==> config.mk <==
export PLATFORM = sky130hd
export DESIGN_NAME = btb_lookup
export DESIGN_NICKNAME = d
export VERILOG_FILES = /design/src/rtl/btb_pkg.sv /design/src/rtl/btb_file.sv /design/src/rtl/btb_lookup.sv
export SDC_FILE = /design/constraint.sdc
export NUM_CORES = 2
export LEC_CHECK = 0
export CORE_MARGIN = 1
export CORE_UTILIZATION = 35
export DETAILED_ROUTE_END_ITERATION = 10
export GPL_TIMING_DRIVEN = 0
export SYNTH_ARGS = -nofsm -noshare
export SYNTH_HDL_FRONTEND = slang
export SYNTH_HIERARCHICAL = 1
export SYNTH_SLANG_ARGS = --single-unit
export TNS_END_PERCENT = 5
==> constraint.sdc <==
create_clock -name clk -period 34.3 [get_ports clk]
set_input_delay 5.145 -clock clk [delete_from_list [all_inputs] [get_ports clk]]
set_output_delay 5.145 -clock clk [all_outputs]
set_load 0.03 [all_outputs]
==> src/rtl/btb_pkg.sv <==
// btb_pkg: shared geometry, field offsets and branch-state encoding for the
// 2-way, 8-set branch target buffer.
//   - Set layout: way1 = set[127:64], way2 = set[63:0].
//   - Way layout: valid[63], tag[62:36], target[35:4], state[3:2], pad[1:0].
package btb_pkg;

    localparam int unsigned NumSets = 8;
    localparam int unsigned NumWays = 2;
    localparam int unsigned WayW    = 64;
    localparam int unsigned SetW    = NumWays * WayW;

    // PC fields used by the lookup.
    localparam int unsigned IdxW   = 3;
    localparam int unsigned IdxLsb = 2;
    localparam int unsigned IdxMsb = IdxLsb + IdxW - 1;
    localparam int unsigned TagLsb = 5;
    localparam int unsigned TagMsb = 31;
    localparam int unsigned TagW   = TagMsb - TagLsb + 1;

    // Field offsets inside one way.
    localparam int unsigned ValidBit = 63;
    localparam int unsigned TagHi    = 62;
    localparam int unsigned TagLo    = 36;
    localparam int unsigned TgtHi    = 35;
    localparam int unsigned TgtLo    = 4;
    localparam int unsigned StHi     = 3;
    localparam int unsigned StLo     = 2;

    typedef enum logic [1:0] {
        StStrongNt = 2'b00,
        StWeakNt   = 2'b01,
        StWeakT    = 2'b10,
        StStrongT  = 2'b11
    } br_state_e;

    // A state predicts taken iff its upper bit is set.
    function automatic logic state_taken(input logic [1:0] st);
        return st[1];
    endfunction

endpackage

==> src/rtl/btb_file.sv <==
// btb_file: the 8 x 128-bit BTB set array plus the 8-bit per-set LRU register.
//   clk, rst            - clock, asynchronous active-high reset (clears everything)
//   we_i/waddr_i        - write enable and set index of the write port
//   wdata_i/wlru_i      - rewritten set and its new LRU bit
//   touch_*_i           - read-side LRU touch port (only with BTB_LOOKUP_LRU_TOUCH_EN)
//   raddr_i/rdata_o     - asynchronous set read
//   lru_o               - current LRU vector
module btb_file
    import btb_pkg::*;
(
    input  logic            clk,
    input  logic            rst,
    input  logic            we_i,
    input  logic [IdxW-1:0] waddr_i,
    input  logic [SetW-1:0] wdata_i,
    input  logic            wlru_i,
`ifdef BTB_LOOKUP_LRU_TOUCH_EN
    input  logic            touch_i,
    input  logic [IdxW-1:0] touch_idx_i,
    input  logic            touch_lru_i,
`endif
    input  logic [IdxW-1:0] raddr_i,
    output logic [SetW-1:0] rdata_o,
    output logic [NumSets-1:0] lru_o
);

    logic [SetW-1:0]    sets_q [NumSets];
    logic [NumSets-1:0] lru_q;
    logic [NumSets-1:0] lru_d;

    always_comb begin
        lru_d = lru_q;
`ifdef BTB_LOOKUP_LRU_TOUCH_EN
        if (touch_i) begin
            lru_d[touch_idx_i] = touch_lru_i;
        end
`endif
        // Applied last so an explicit write beats a touch on the same set.
        if (we_i) begin
            lru_d[waddr_i] = wlru_i;
        end
    end

    always_ff @(posedge clk or posedge rst) begin
        if (rst) begin
            for (int unsigned i = 0; i < NumSets; i++) begin
                sets_q[i] <= '0;
            end
            lru_q <= '0;
        end else begin
            if (we_i) begin
                sets_q[waddr_i] <= wdata_i;
            end
            lru_q <= lru_d;
        end
    end

    assign rdata_o = sets_q[raddr_i];
    assign lru_o   = lru_q;

endmodule

==> src/rtl/btb_lookup.sv <==
// btb_lookup: fetch-side read port of the 2-way, 8-set BTB. Looks up the PC,
// presents a registered prediction one cycle later and forwards the raw set.
//   clk, rst           - clock, asynchronous active-high reset
//   pc_valid, pc       - lookup request and fetch PC (index pc[4:2], tag pc[31:5])
//   stall, flush       - hold prediction registers / kill in-flight prediction
//   upd_*              - write port from the EX-stage update logic
//   pred_*             - registered prediction and set-as-read
//   lru                - current LRU vector
// Optional: define BTB_LOOKUP_LRU_TOUCH_EN to let read hits update the LRU bits.
module btb_lookup
    import btb_pkg::*;
(
    input  logic               clk,
    input  logic               rst,
    input  logic               pc_valid,
    input  logic [31:0]        pc,
    input  logic               stall,
    input  logic               flush,
    input  logic               upd_en,
    input  logic [IdxW-1:0]    upd_index,
    input  logic [SetW-1:0]    upd_set,
    input  logic               upd_lru,
    output logic               pred_valid,
    output logic               pred_hit,
    output logic               pred_taken,
    output logic [31:0]        pred_target,
    output logic [SetW-1:0]    pred_set,
    output logic [NumSets-1:0] lru
);

    logic [IdxW-1:0] idx;
    logic [TagW-1:0] tag;
    logic [SetW-1:0] file_rdata;
    logic [SetW-1:0] rd_set;
    logic [WayW-1:0] way1, way2, sel;
    logic            hit1, hit2, hit, taken;
    logic [31:0]     target;

    logic            valid_q, hit_q, taken_q;
    logic [31:0]     target_q;
    logic [SetW-1:0] set_q;

    logic            unused_bits;

    assign idx = pc[IdxMsb:IdxLsb];
    assign tag = pc[TagMsb:TagLsb];

    // Write-first bypass: a same-cycle write to the looked-up set wins over storage.
    assign rd_set = (upd_en && (upd_index == idx)) ? upd_set : file_rdata;
    assign way1   = rd_set[SetW-1:WayW];
    assign way2   = rd_set[WayW-1:0];

    assign hit1   = way1[ValidBit] && (way1[TagHi:TagLo] == tag);
    assign hit2   = way2[ValidBit] && (way2[TagHi:TagLo] == tag);
    assign hit    = hit1 || hit2;
    // way1 takes precedence on a (malformed) double match.
    assign sel    = hit1 ? way1 : way2;
    assign target = hit ? sel[TgtHi:TgtLo] : 32'h0;
    assign taken  = hit && state_taken(sel[StHi:StLo]);

    assign unused_bits = ^{pc[IdxLsb-1:0], sel[StLo-1:0]};

    btb_file u_file (
        .clk         (clk),
        .rst         (rst),
        .we_i        (upd_en),
        .waddr_i     (upd_index),
        .wdata_i     (upd_set),
        .wlru_i      (upd_lru),
`ifdef BTB_LOOKUP_LRU_TOUCH_EN
        // Hit on way1 makes way2 the victim (0), hit on way2 makes way1 the victim (1).
        .touch_i     (pc_valid && hit && !stall),
        .touch_idx_i (idx),
        .touch_lru_i (!hit1),
`endif
        .raddr_i     (idx),
        .rdata_o     (file_rdata),
        .lru_o       (lru)
    );

    always_ff @(posedge clk or posedge rst) begin
        if (rst) begin
            valid_q  <= 1'b0;
            hit_q    <= 1'b0;
            taken_q  <= 1'b0;
            target_q <= '0;
            set_q    <= '0;
        end else if (flush) begin
            valid_q <= 1'b0;
            hit_q   <= 1'b0;
        end else if (!stall) begin
            valid_q  <= pc_valid;
            hit_q    <= pc_valid && hit;
            taken_q  <= pc_valid && taken;
            target_q <= target;
            set_q    <= rd_set;
        end
    end

    assign pred_valid  = valid_q;
    assign pred_hit    = hit_q;
    assign pred_taken  = taken_q;
    assign pred_target = target_q;
    assign pred_set    = set_q;

endmodule
# [Word level (Yosys, flattened, before mapping)]
# Cells that the tools add are included.
[classes] n_eq_ne=4 muxes=16 n_lt_le_gt_ge=5 bitwise=4 reduce_logical=10
[op_table] cell="$bwmux W1024" n=1
[op_table] cell="$mux W128" n=4
[op_table] cell="$bmux W128 S3" n=1
[op_table] cell="$demux W128 S3" n=1
[op_table] cell="$eq A27 B27 Y1" n=2
[op_table] cell="$mux W36" n=1
[op_table] cell="$mux W32" n=1
[op_table] cell="$bwmux W8" n=1
[op_table] cell="$ge A4 B4 Y1 const B" n=2
[op_table] cell="$logic_and A1 B1 Y1" n=8
[op_table] cell="$not A3 Y4" n=2
[op_table] cell="$mux W1" n=5
[op_table] cell="$lt A3 B4 Y1 const B" n=1
[op_table] cell="$lt A4 B1 Y1 const B" n=1
[op_table] cell="$demux W1 S3" n=1
[op_table] cell="$eq A3 B3 Y1" n=1
[op_table] cell="$ge A3 B1 Y1 const B" n=1
[op_table] cell="$ne A2 B1 Y1 const B" n=1
[op_table] cell="$not A1 Y1" n=2
[op_table] cell="$reduce_and A2 Y1" n=1
[op_table] cell="$logic_or A1 B1 Y1" n=1
[totals] inputBits=170 output_inout_bits=171 regBits=1195

# [Depth between registers and ports, before layout]
[logic_depth] depth_word=11 ltp_mapped=17

# [Cells and area by module]
# Netlist, hierarchy kept.
[by_module_without_submodules] module="btb_file" cells_per_inst=2641 area_per_inst_um2=45917.8 seq_area_each_um2=25824.8 instances=1
[by_module_without_submodules] module="btb_lookup" cells_per_inst=1109 area_per_inst_um2=8861.0 seq_area_each_um2=4078.9 instances=1

# [Worst setup path before layout]
# OpenSTA, ideal clock, no wires.
[synth_timing] path_type="input to register" startpoint="in pc[2]" endpoint="reg target_q[10], in the netlist pred_target[10]" path_slack_ns=26.149 setup_time_ns=0.132 path_stages=16 arrival_time_ns=8.019 path_cell_list="clkbuf_1 buf_4 buf_2 buf_2 mux4_2 mux2_2 nor2b_1 a2111oi_0 a31oi_1 a2111oi_4 and4_1 buf_4 buf_6 a21oi_1 nor2_1 o21ai_1"
[synth_between] elab_chain_cells=9 elab_cells_between_ends=14
[synth_rtl] element="start, declared" line_no="btb_lookup.sv:16" text="input logic [31:0] pc,"
[synth_rtl] element="$not A3 Y4 (not written as such) (*)" line_no="btb_file.sv:58" text="assign rdata_o = sets_q[raddr_i];"
[synth_rtl] element="$bmux W128 S3 (*)" line_no="btb_file.sv:58"
[synth_rtl] element="$mux W128 (not written as such) (*) (2 in series)" line_no="btb_file.sv:58"
[synth_rtl] element="named net file_rdata[102]" line_no="btb_lookup.sv:33" text="logic [SetW-1:0] file_rdata;"
[synth_rtl] element="$mux W128 (*)" line_no="btb_lookup.sv:49" text="assign rd_set = (upd_en && (upd_index == idx)) ? upd_set : file_rdata;"
[synth_rtl] element="$eq A27 B27 Y1 (*)" line_no="btb_lookup.sv:53" text="assign hit1 = way1[ValidBit] && (way1[TagHi:TagLo] == tag);"
[synth_rtl] element="$logic_and A1 B1 Y1 (*)" line_no="btb_lookup.sv:53"
[synth_rtl] element="$mux W36 or $logic_or A1 B1 Y1 (tied branches)" line_no="btb_lookup.sv:57, btb_lookup.sv:55"
[synth_rtl] element="$mux W32 (*)" line_no="btb_lookup.sv:58" text="assign target = hit ? sel[TgtHi:TgtLo] : 32'h0;"
[synth_rtl] element="end signal, assigned" line_no="btb_lookup.sv:95" text="target_q <= target;"
[synth_rtl] element="end, declared" line_no="btb_lookup.sv:40" text="logic [31:0] target_q;"
# The timed path passes the listed nets; every way through them passes the cells marked *. The select of a mux whose other input is x is not followed.
# A chain may end at the register's enable or synchronous reset.

# [Worst setup path after layout]
[layout_timing] startpoint="in pc[3]" endpoint="reg target_q[1], in the netlist pred_target[1]"
# The elaborated chain is that of the path after synthesis.

==> results.md <==
- Clock group share of total power: 32.8%
- Clk buf depth: 3
- Total of max-cap violations: 0
- Synthesized-area fraction occupied by xor and xnor cells: 0.512%
- Critical Path, Cell by Cell: clkdlybuf4s50_1 -> clkbuf_1 -> clkbuf_1 -> mux2_2 -> nor2b_1 -> a2111oi_0 -> a31oi_1 -> a2111oi_4 -> and4_1 -> buf_4 -> buf_6 -> a21oi_1 -> nor2_1 -> o21ai_1
- EDFF count, synth: 0
- VDD IR-drop max: 0.0000503 V
- Starting Density: 35.4%
- Hold Crit Class: reg -> reg
- Crit path from: pc[3]
- Final min period: 10.48 ns
- Critical Path AT: 11.11 ns
- Status: finished clean
- Post-synth top area cell: dfrtp_1
- Die area: 158000 sq um
- Nets: 4399
- Synthesized flop and latch total: 1195
- Latest clock arrival within the worst-skew pair: 0.77 ns
- Chip height: 398 microns
- Min-delay src: pred_target[21]
- Vias in the first global route: 35.9k
- Sequential share of power: 44.9%
- Dpl ws: 23.33 ns
- First-pass GRT wire length: 261000 microns
- Setup TNS Final: 0 ns
- 1st-pass router iterations: 7
- Gr ovfl total: 0
- LEAKAGE: 27.0 nW
- Async S/R FF share, synth: 100%
- Initial DRC count: 2994
- Net Sw Power: 0.00120 W
- Post-synthesis compound-gate area fraction: 3.38%
- Netlist Area Pre-Place: 54800 sq um
- Int Pwr: 0.00299 W
- Synth Area in Simple Gates: 3.84%
- Max_slew headroom: 6.29%
- CTS buffer count: 130
- Synth area leaders: dfrtp_1, mux2_2, mux4_2, nand2_1, mux4_1
- PwrDens: 64.3 nW/um^2
- CP Capture Type: flip-flop
- Most frequent cell on the critical path: clkbuf_1
- Sequential share of the synthesized area: 54.6%
- Largest family of logic cells by synthesized area: multiplexers
- Overall Global Routing Usage: 22.8%
- Yosys warns: 6
- Pin count of the biggest net entering global routing: 130
- Detail-routed via count per cell: 5.54
- Initial antenna violation count: 24
- # port buffers: 337
- Final setup viols: 0
- Crit path max fanout: 10
- Total Routed Length: 180000 microns
- DR vias: 35.3k
- Final ANT Viol Nets: 0
- Mux contribution to synthesized area: 34.9%
- Area grow syn2layout: 18.9%
- Crit share post-route: 30.6%
- Clock transition at path regs: 0.06 ns
- Final WS setup: 23.82 ns
- Fraction of layout cells with a size suffix above 1: 41.0%
- Avg Synthesized Cell Area: 14.6 sq um
- I/O pins: 341
- Per-cell routed wire length: 28.3 microns
- Cts hold-fix bufs: 0
- Crit path launch type: input pin
- Worst r2r src: u_file/sets_q[123]
- Final Max Tran Viols: 0
- Post-DP HPWL: 128000 microns
- DR DRC count: 0
- Tightest Pin Transition: 1.41 ns
- Maximum clock frequency: 95.4 MHz
- Post-Synth Adder-Cell Area: 0%
- Switching Fraction: 28.5%
- Final hold vios: 0
- Top FF cell, synth: dfrtp_1
- CTS sink cnt: 1195
- Max incr delay on CP: 0.94 ns
- Multi-input gate area: 23400 sq um
- CTS tree: yes
- Root Driver: clkbuf_16
- Crit Path Class: in -> reg
- Fill count: 14.2k
- Layout Skew: 0.0290 ns
- Chip width: 398 microns
- Seq. cell area: 29900 sq um
- Hold depth: 2
- Placer Congestion: 0.923
- Combinational share of power: 22.2%
- Post-CTS setup buffer count: 0
- Critical Path RT: 34.93 ns
- Yosys cell types: 54
- R2R depth: 13
- # rows: 144
- Post-Syn Nets: 3920
- Core region area: 155000 sq um
- Mapped Cells: 3750
- Top cell type's share of synthesized area: 54.6%
- Htree depth: 4
- CTS resizes: 0
- Critical path's slowest cell: clkbuf_1
- RSZ-0062 raised after global routing: no
==> logic make-up (layout without fill, tap and decap cells) <==
| kind of cell | Yosys count | count (layout) |
|---|---|---|
| other | 0 | 4 |
| flip-flops | 1195 | 1195 |
| XOR/XNOR | 32 | 32 |
| buffers and inverters | 288 | 867 |
| AO/OA/AOI/OAI | 299 | 299 |
| multiplexers | 1433 | 1433 |
| AND/OR/NAND/NOR | 503 | 503 |
==> sequential cells by signal (all words and copies together) (netlist names) <==
signal / count
pred_hit: 1
pred_valid: 1
pred_set: 128
pred_target: 32
pred_taken: 1
u_file/lru_o: 8
u_file/sets_q: 1024
==> stage by stage <==
step,cell area (sq um),cells,hold WS [ns],util [%],total power (W)
3_5_place_dp,61000,6141,0.463,39.4,0.00283
4_1_cts,65100,6373,0.486,42.1,0.00422
2_1_floorplan,54800,3750,0.470,-,0.00249
3_3_place_gp,60700,6131,0.462,39.2,0.00281
5_1_grt,65200,6375,0.505,42.1,0.00437
6_report,65200,6377,0.484,42.1,0.00419
==> final timing paths <==
kind	to	slack, ns
worst max-delay path	pred_target[1]	23.82
worst min-delay path	pred_target[21]	0.48
worst max register to register	pred_target[1]	29.89
worst min register to register	pred_target[21]	0.48
max in group asynchronous	u_file/sets_q[382]	27.10
min in group asynchronous	pred_target[15]	5.01
==> power groups by stage <==
stage | combinational [W] | clock [W] | sequential (W)
after floorplan | 0.000564 | 0 | 0.00192
after global placement | 0.000908 | 0 | 0.00190
after detailed placement | 0.000930 | 0 | 0.00190
after CTS | 0.000934 | 0.00140 | 0.00188
after global routing | 0.000990 | 0.00146 | 0.00192
final | 0.000932 | 0.00138 | 0.00188
==> layout by cell type, fill, tap and decap left out, types with 17 or more instances in the layout <==
master              n
xor2_1             17
a21oi_1            72
mux2_2           1160
mux4_2            224
clkdlybuf4s50_1   337
o21ai_1            31
buf_2             132
buf_6              30
o21ai_0            20
nor2_1            153
nand2_1           279
clkbuf_16         133
mux4_1             32
a31oi_1           116
o22ai_1            18
inv_1              31
nand2b_1           20
clkbuf_1          107
clkbuf_8           30
mux2i_1            17
dfrtp_1          1195
==> synth_stat cells, types with 2 or more instances <==
cell / number
a22o_1: 6
buf_8: 2
or2_2: 2
o21ai_0: 20
nor2_1: 154
nand2_1: 279
buf_1: 13
mux2_2: 1160
inv_1: 33
dfrtp_1: 1195
buf_2: 132
and4bb_2: 3
nand4b_1: 3
buf_4: 3
nand4_1: 9
nand3_1: 2
a31oi_1: 116
and4_1: 3
nand2b_1: 20
nor4_1: 9
a2111oi_0: 2
o2111ai_1: 9
nor3_1: 8
nor2b_1: 5
o22ai_1: 18
a221oi_1: 6
mux2i_1: 17
a22oi_1: 2
o2bb2ai_1: 8
clkbuf_1: 73
a21oi_1: 72
xnor2_1: 15
mux4_2: 224
buf_6: 30
o21ai_1: 31
mux4_1: 32
xor2_1: 17
==> layer usage <==
layer | share of wire [%] | vias up | track usage, %
li1 | - | 14900 | -
met1 | 44 | 18900 | 32.1
met2 | 46 | 1296 | 34.8
met3 | 7.7 | 298 | 5.65
met4 | 2.9 | 12 | 6.88
met5 | 0.044 | - | 0
==> critical path: cells and delay by family <==
kind | cells | cell delay, ns
AO/OA/AOI/OAI | 5 | 1.56
buffers and inverters | 5 | 2.87
multiplexers | 1 | 0.52
AND/OR/NAND/NOR | 3 | 0.99
==> cell type report <==
| class | instances | area share (%) |
|---|---|---|
| Buffer | 255 | 2.15 |
| Antenna cell | 4 | 0.0154 |
| Sequential cell | 1195 | 45.9 |
| Clock buffer | 199 | 5.95 |
| Inverter | 33 | 0.213 |
| Timing Repair Buffer | 347 | 5.58 |
| Clock inverter | 33 | 0.424 |
| Tap cell | 2044 | 3.93 |
| Multi-Input combinational cell | 2267 | 35.8 |
Power figures use the tool's default switching activity.
